===== src/rtl/pad_bank_ctrl.sv =====
// Register-programmed control bank for the user-area bidirectional pads.
// Drives per-pad output/drive/pull configuration and captures synchronised input edges into sticky status.
module pad_bank_ctrl #(
  parameter int NPADS = 43,
  parameter int SYNC  = 2
) (
  input  logic             clk_i,
  input  logic             rst_i,
  input  logic             req_i,
  input  logic             we_i,
  input  logic [4:0]       addr_i,
  input  logic [31:0]      wdata_i,
  output logic             ack_o,
  output logic [31:0]      rdata_o,
  output logic             irq_o,
  input  logic [NPADS-1:0] io_in,
  output logic [NPADS-1:0] io_out,
  output logic [NPADS-1:0] io_oe,
  output logic [NPADS-1:0] io_ie,
  output logic [NPADS-1:0] io_pu,
  output logic [NPADS-1:0] io_pd,
  output logic [NPADS-1:0] io_cs,
  output logic [NPADS-1:0] io_sl
);

  localparam logic [3:0] R_OUT  = 4'd0;
  localparam logic [3:0] R_OE   = 4'd1;
  localparam logic [3:0] R_IE   = 4'd2;
  localparam logic [3:0] R_PU   = 4'd3;
  localparam logic [3:0] R_PD   = 4'd4;
  localparam logic [3:0] R_CS   = 4'd5;
  localparam logic [3:0] R_SL   = 4'd6;
  localparam logic [3:0] R_IN   = 4'd7;
  localparam logic [3:0] R_RISE = 4'd8;
  localparam logic [3:0] R_FALL = 4'd9;
  localparam logic [3:0] R_STS  = 4'd10;
  localparam logic [3:0] R_SET  = 4'd11;
  localparam logic [3:0] R_CLR  = 4'd12;

  logic [3:0]       reg_sel;
  logic             word_sel;
  logic [NPADS-1:0] wd, wm, rd_full;
  logic [NPADS-1:0] s, p_q, rise, fall, w1c;
  logic [NPADS-1:0] rise_en, fall_en, edge_sts;
  logic [NPADS-1:0] sync_q [SYNC];
  logic [63:0]      rd_ext;

  assign reg_sel  = addr_i[4:1];
  assign word_sel = addr_i[0];

  // Spread the 32-bit write word onto the pad vector; only the addressed word is touched.
  always_comb begin
    for (int i = 0; i < NPADS; i++) begin
      wm[i] = ((i >= 32) == word_sel);
      wd[i] = wdata_i[i % 32] & wm[i];
    end
  end

  assign s    = sync_q[SYNC-1];
  assign rise = s & ~p_q & rise_en & io_ie;
  assign fall = ~s & p_q & fall_en & io_ie;
  assign w1c  = (req_i && we_i && reg_sel == R_STS) ? wd : '0;

  always_comb begin
    rd_full = '0;
    case (reg_sel)
      R_OUT:   rd_full = io_out;
      R_OE:    rd_full = io_oe;
      R_IE:    rd_full = io_ie;
      R_PU:    rd_full = io_pu;
      R_PD:    rd_full = io_pd;
      R_CS:    rd_full = io_cs;
      R_SL:    rd_full = io_sl;
      R_IN:    rd_full = s;
      R_RISE:  rd_full = rise_en;
      R_FALL:  rd_full = fall_en;
      R_STS:   rd_full = edge_sts;
      default: rd_full = '0;
    endcase
  end

  assign rd_ext = 64'(rd_full);

  function automatic logic [NPADS-1:0] merge(input logic [NPADS-1:0] old_v,
                                             input logic [NPADS-1:0] d,
                                             input logic [NPADS-1:0] m);
    return (old_v & ~m) | d;
  endfunction

  always_ff @(posedge clk_i or posedge rst_i) begin
    if (rst_i) begin
      for (int k = 0; k < SYNC; k++) sync_q[k] <= '0;
      p_q <= '0;
    end else begin
      sync_q[0] <= io_in;
      for (int k = 1; k < SYNC; k++) sync_q[k] <= sync_q[k-1];
      p_q <= s;
    end
  end

  // Bus: req_i is a single-cycle strobe sampled every edge; ack_o follows one cycle later
  // with rdata_o taken from pre-edge state; no stall, so every req gets exactly one ack.
  always_ff @(posedge clk_i or posedge rst_i) begin
    if (rst_i) begin
      ack_o    <= 1'b0;
      rdata_o  <= '0;
      irq_o    <= 1'b0;
      io_out   <= '0;
      io_oe    <= '0;
      io_ie    <= '1;
      io_pu    <= '0;
      io_pd    <= '0;
      io_cs    <= '0;
      io_sl    <= '0;
      rise_en  <= '0;
      fall_en  <= '0;
      edge_sts <= '0;
    end else begin
      ack_o    <= req_i;
      rdata_o  <= (req_i && !we_i) ? (word_sel ? rd_ext[63:32] : rd_ext[31:0]) : '0;
      irq_o    <= |edge_sts;
      // A new edge in the same cycle as its W1C keeps the bit set.
      edge_sts <= (edge_sts & ~w1c) | rise | fall;
      if (req_i && we_i) begin
        case (reg_sel)
          R_OUT:   io_out  <= merge(io_out, wd, wm);
          R_OE:    io_oe   <= merge(io_oe, wd, wm);
          R_IE:    io_ie   <= merge(io_ie, wd, wm);
          R_PU:    io_pu   <= merge(io_pu, wd, wm);
          R_PD:    io_pd   <= merge(io_pd, wd, wm);
          R_CS:    io_cs   <= merge(io_cs, wd, wm);
          R_SL:    io_sl   <= merge(io_sl, wd, wm);
          R_RISE:  rise_en <= merge(rise_en, wd, wm);
          R_FALL:  fall_en <= merge(fall_en, wd, wm);
          R_SET:   io_out  <= io_out | wd;
          R_CLR:   io_out  <= io_out & ~wd;
          default: ;
        endcase
      end
    end
  end

endmodule


===== config.mk =====
export PLATFORM = sky130hd
export DESIGN_NAME = pad_bank_ctrl
export DESIGN_NICKNAME = d
export VERILOG_FILES = /design/src/rtl/pad_bank_ctrl.sv
export SDC_FILE = /design/constraint.sdc
export NUM_CORES = 1
export LEC_CHECK = 0
export ABC_CLOCK_PERIOD_IN_PS = 44700
export BUFFER_PORTS_ARGS = -buffer_cell sky130_fd_sc_hd__buf_4
export CORE_ASPECT_RATIO = 0.75
export CORE_UTILIZATION = 60
export CTS_CLUSTER_DIAMETER = 30
export DETAILED_ROUTE_END_ITERATION = 16
export GPL_TIMING_DRIVEN = 0
export HOLD_SLACK_MARGIN = 0.03
export PLACE_DENSITY = 0.84
export SLEW_MARGIN = 5
export SYNTH_ARGS = -nofsm -noshare
export SYNTH_HDL_FRONTEND = slang
export SYNTH_SLANG_ARGS = --single-unit

===== constraint.sdc =====
create_clock -name clk_i -period 44.7 [get_ports clk_i]
set_clock_uncertainty 0.1 [all_clocks]
set_input_delay 6.705 -clock clk_i [delete_from_list [all_inputs] [get_ports clk_i]]
set_output_delay 6.705 -clock clk_i [all_outputs]
set_load 0.02 [all_outputs]

Word level (Yosys, flattened, before mapping). Index checks and enable logic that the tools add are counted.

Register bits after elaboration: 593. Logic and storage cells: 127.

Bitwise logic cells: 78. Equality and inequality tests: 12. Mux-type cells: 5. Reductions and logical operators: 16.

Operators with widths (number): 43-bit bitwise AND (17); 43-bit bitwise OR (12); 43-bit case mux with 11 select lines (1); 43-bit inverter (5); 43-bit case mux with 3 select lines (1); 32-bit 2-to-1 mux (2); 1-bit bitwise AND (43); 43-bit 2-to-1 mux (1); 43-bit OR reduction (1); 4-bit == test (second input constant) (5); 2-bit AND reduction (9); 4-bit by 3-bit == test with 1-bit output (second input constant) (4); 4-bit by 2-bit == test with 1-bit output (second input constant) (2); 4-bit by 1-bit == test with 1-bit output (second input constant) (1); 4-bit zero test (1); 1-bit logical AND (3); 3-bit nonzero test (1); 1-bit zero test (1); 1-bit inverter (1).

Logic depth before layout (Yosys ltp).
Depth in word-level cells: 7. Gate-level depth with buffers: 9. Depth with buffers taken out: 5.

Least setup slack after synthesis. Ideal clock, no wire load.

Path type: input-to-reg. Start: in addr_i[3]. End: reg (tool-made name). Slack: 36.240 ns. Stages: 8. Setup time: 0.125 ns. Buffers on the path: 4. Arrival time: 8.235 ns. Cell sequence: buf_6 -> or2_1 -> buf_6 -> or3_4 -> nor2b_4 -> buf_6 -> buf_12 -> mux2_4.

RTL lines: start: declaration (line 11) `input logic [4:0] addr_i,`.

Worst setup path after layout.
Start: in addr_i[4]. End: reg rdata_o[15].

Word-level cells in the longest chain between the ends: 4. Elaborated cells on any way between the ends: 14.

RTL lines: 4-bit == test, or another cell as far along (line 66) `case (reg_sel)`; 43-bit case mux with 11 select lines (*) (line 66); 32-bit 2-to-1 mux (*) (2 in series) (line 120) `rdata_o <= (req_i && !we_i) ? (word_sel ? rd_ext[63:32] : rd_ext[31:0]) : '0;`; end signal: assignment (line 120); end: declaration (line 14) `output logic [31:0] rdata_o,`.

Mark *: on every way between the ends. The rest lies on a longest branch, timed or not. A chain may end at the register's enable or synchronous reset.

==> metrics.txt <==
status finished with violations; violated checks capacitance limit, slew limit; Cell Area, Synth between 0.02 and 0.03 mm^2; Tcrit/Tclk final between 20% and 30%; port buffer count about 400; Area growth syn-to-layout 27.8%; syn_nets just over 2,000; core area about 0.042 mm^2; LEAKAGE 15.4 nW; Die X between 200 and 250 um; cell taking the most area after synthesis dfrtp_1; critical setup path kind primary input to register; clock root cell clkbuf_16; vias per inst 7.19; Post-synth EDFFs 0; Worst Hold Class register to register; fin area ~0.033 mm^2; VDD IR-drop max roughly 0.065 mV; Worst EP arrival a little under 10,000 ps; Synth area leaders dfrtp_1 53%, mux2_2 14%, dfstp_2 4.4%; total grt overflow 0; WL per Instance 36.0 um; DIE AREA roughly 0.044 mm^2; Fin Setup TNS 0 ps; Worst-Margin Slew between 1500 and 2000 ps; synthesized area per cell 13.2 um^2; clk slew on worst S/H paths about 60 ps; Residual DRC 0; worst-path maximum fanout 10; CTS resizes 0; number of CTS-inserted buffers 95; Synthesis Warnings 0; achievable frequency around 0.11 GHz; Routed WL 113 mm; Finish-stage setup viols 0; final core occ around 78%; Layout Nets 2,560; HPWL reported at the end of detailed placement 73.0 mm; vias in the first global route around 22,000; final slew viol count 5; row cnt 65; initial antenna violation count 6; first-pass GRT wire length ~160 mm; largest net degree at the start of global routing approximately 130; All-Layer GR Usage 51.1%; Die H about 180 um; commonest non-fill, non-tap cell in the layout dfrtp_1; register area share after synthesis 57.5%; final std cells w/o fill between 3,000 and 4,000; #FFs+latches synth between 500 and 600; setup bufs post-CTS 0; ys flop type dfrtp_1; clock sink count roughly 600; post-detailed-route count of antenna-violating nets 0; Bufs on Longest Clock Path 3; Area after DPL 0.0298 mm^2; top cell type's share of synthesized area 53.2%; MaxCap Viol Count 2; Synth async-reset ratio 100%; vias 22,500; placed cells ~2,900; Final Hold Violating Endpoints 0; Max-slew headroom -6.70%; Worst-Skew Late Latency 660 ps; r2r setup slk around 42,000 ps; Cells after Synth between 1,500 and 2,000; Filler cells between 2,000 and 3,000; CTS tree built; Power Dens Cells ~53 mW/mm^2; Initial Utilization roughly 61%; H-tree depth 3; DRT Pass-1 Iters 12; type of destination of the critical path register; clock period minus final worst setup slack ~9400 ps; RSZ-0062 raised after global routing false; DR iter-0 viols between 3,000 and 4,000; layout cells sized above 1 about 44%; gpl congestion 1.01; hold buffers post-CTS 0; crit path launch type primary input; Top-Level Pins 419; CP required roughly 45,000 ps; commonest non-fill, non-tap cells in the layout 550 x dfrtp_1, 427 x buf_4, 327 x mux2_2; Yosys cell types 69
==> kinds of logic after synthesis <==
kind of cell           after synthesis  synth area share [%]
buffers and inverters              154                  3.35
AO/OA/AOI/OAI                      440                  12.2
multiplexers                       441                  19.9
flip-flops                         593                  57.5
AND/OR/NAND/NOR                    339                  7.08
==> worst paths after layout <==
kind / start / endpoint / depth (start not counted)
setup reg to reg: edge_sts[36] / irq_o / 4
max in group asynchronous: rst_i / asynchronous set/reset pin / 4
hold reg to reg: sync_q[59] / s[16] / 0
min in group asynchronous: rst_i / sync_q[81] / 2
hold / removal: sync_q[59] / s[16] / 0
setup / recovery: addr_i[4] / rdata_o[15] / 9
==> synth_stat cells, types with 43 or more instances <==
| master | count |
|---|---|
| mux2_2 | 327 |
| nand3b_1 | 47 |
| a22oi_1 | 68 |
| mux2i_1 | 66 |
| o21ai_0 | 99 |
| dfstp_2 | 43 |
| clkbuf_1 | 51 |
| dfrtp_1 | 550 |
| nand2_1 | 106 |
| buf_2 | 60 |
| nor2b_1 | 47 |
| a22o_1 | 100 |
==> final cells by class <==
cell class | count | area [um^2] | area share, %
flip-flops and latches | 593 | 14900 | 45.0
multi-input cells | 1220 | 10100 | 30.7
repair buffers | 412 | 3180 | 9.61
clock buffers | 104 | 2530 | 7.64
plain buffers | 149 | 848 | 2.56
clock inverters | 75 | 749 | 2.27
well taps | 569 | 712 | 2.15
inverters | 5 | 26.3 | 0.0794
diodes | 2 | 5.00 | 0.0151
==> stage by stage <==
step           hold WS (ps)  worst slack [ps]  power (mW)
2_1_floorplan           231             21370       0.833
3_3_place_gp            233             15890       0.975
3_5_place_dp            235             34900       0.985
4_1_cts                 244             35540        1.74
5_1_grt                 253             35500        1.79
6_report                237             35260        1.76
==> worst max-delay path, stage by stage <==
cell and delay, ps:
buf_4 130, buf_2 220, buf_4 260, buf_4 350, inv_1 320, nor3_1 1320, a221oi_1 280, o221ai_1 150
nor2b_1 160
==> where the power goes <==
group	internal, mW	switching [mW]	total, mW
sequential	0.612	0.0868	0.698
clock	0.452	0.305	0.757
combinational	0.133	0.168	0.301
total	1.20	0.560	1.76
==> metal layers <==
metal	share of wire [%]	up-vias	routed length, um	track usage [%]
met1	37	11300	41200	68.0
met2	41	2295	46200	70.8
met3	16	525	18100	22.5
met4	6.4	6	7250	26.1
met5	0.039	-	44	0
li1	-	8401	-	-
No activity file was read; power rests on OpenSTA's default activity.
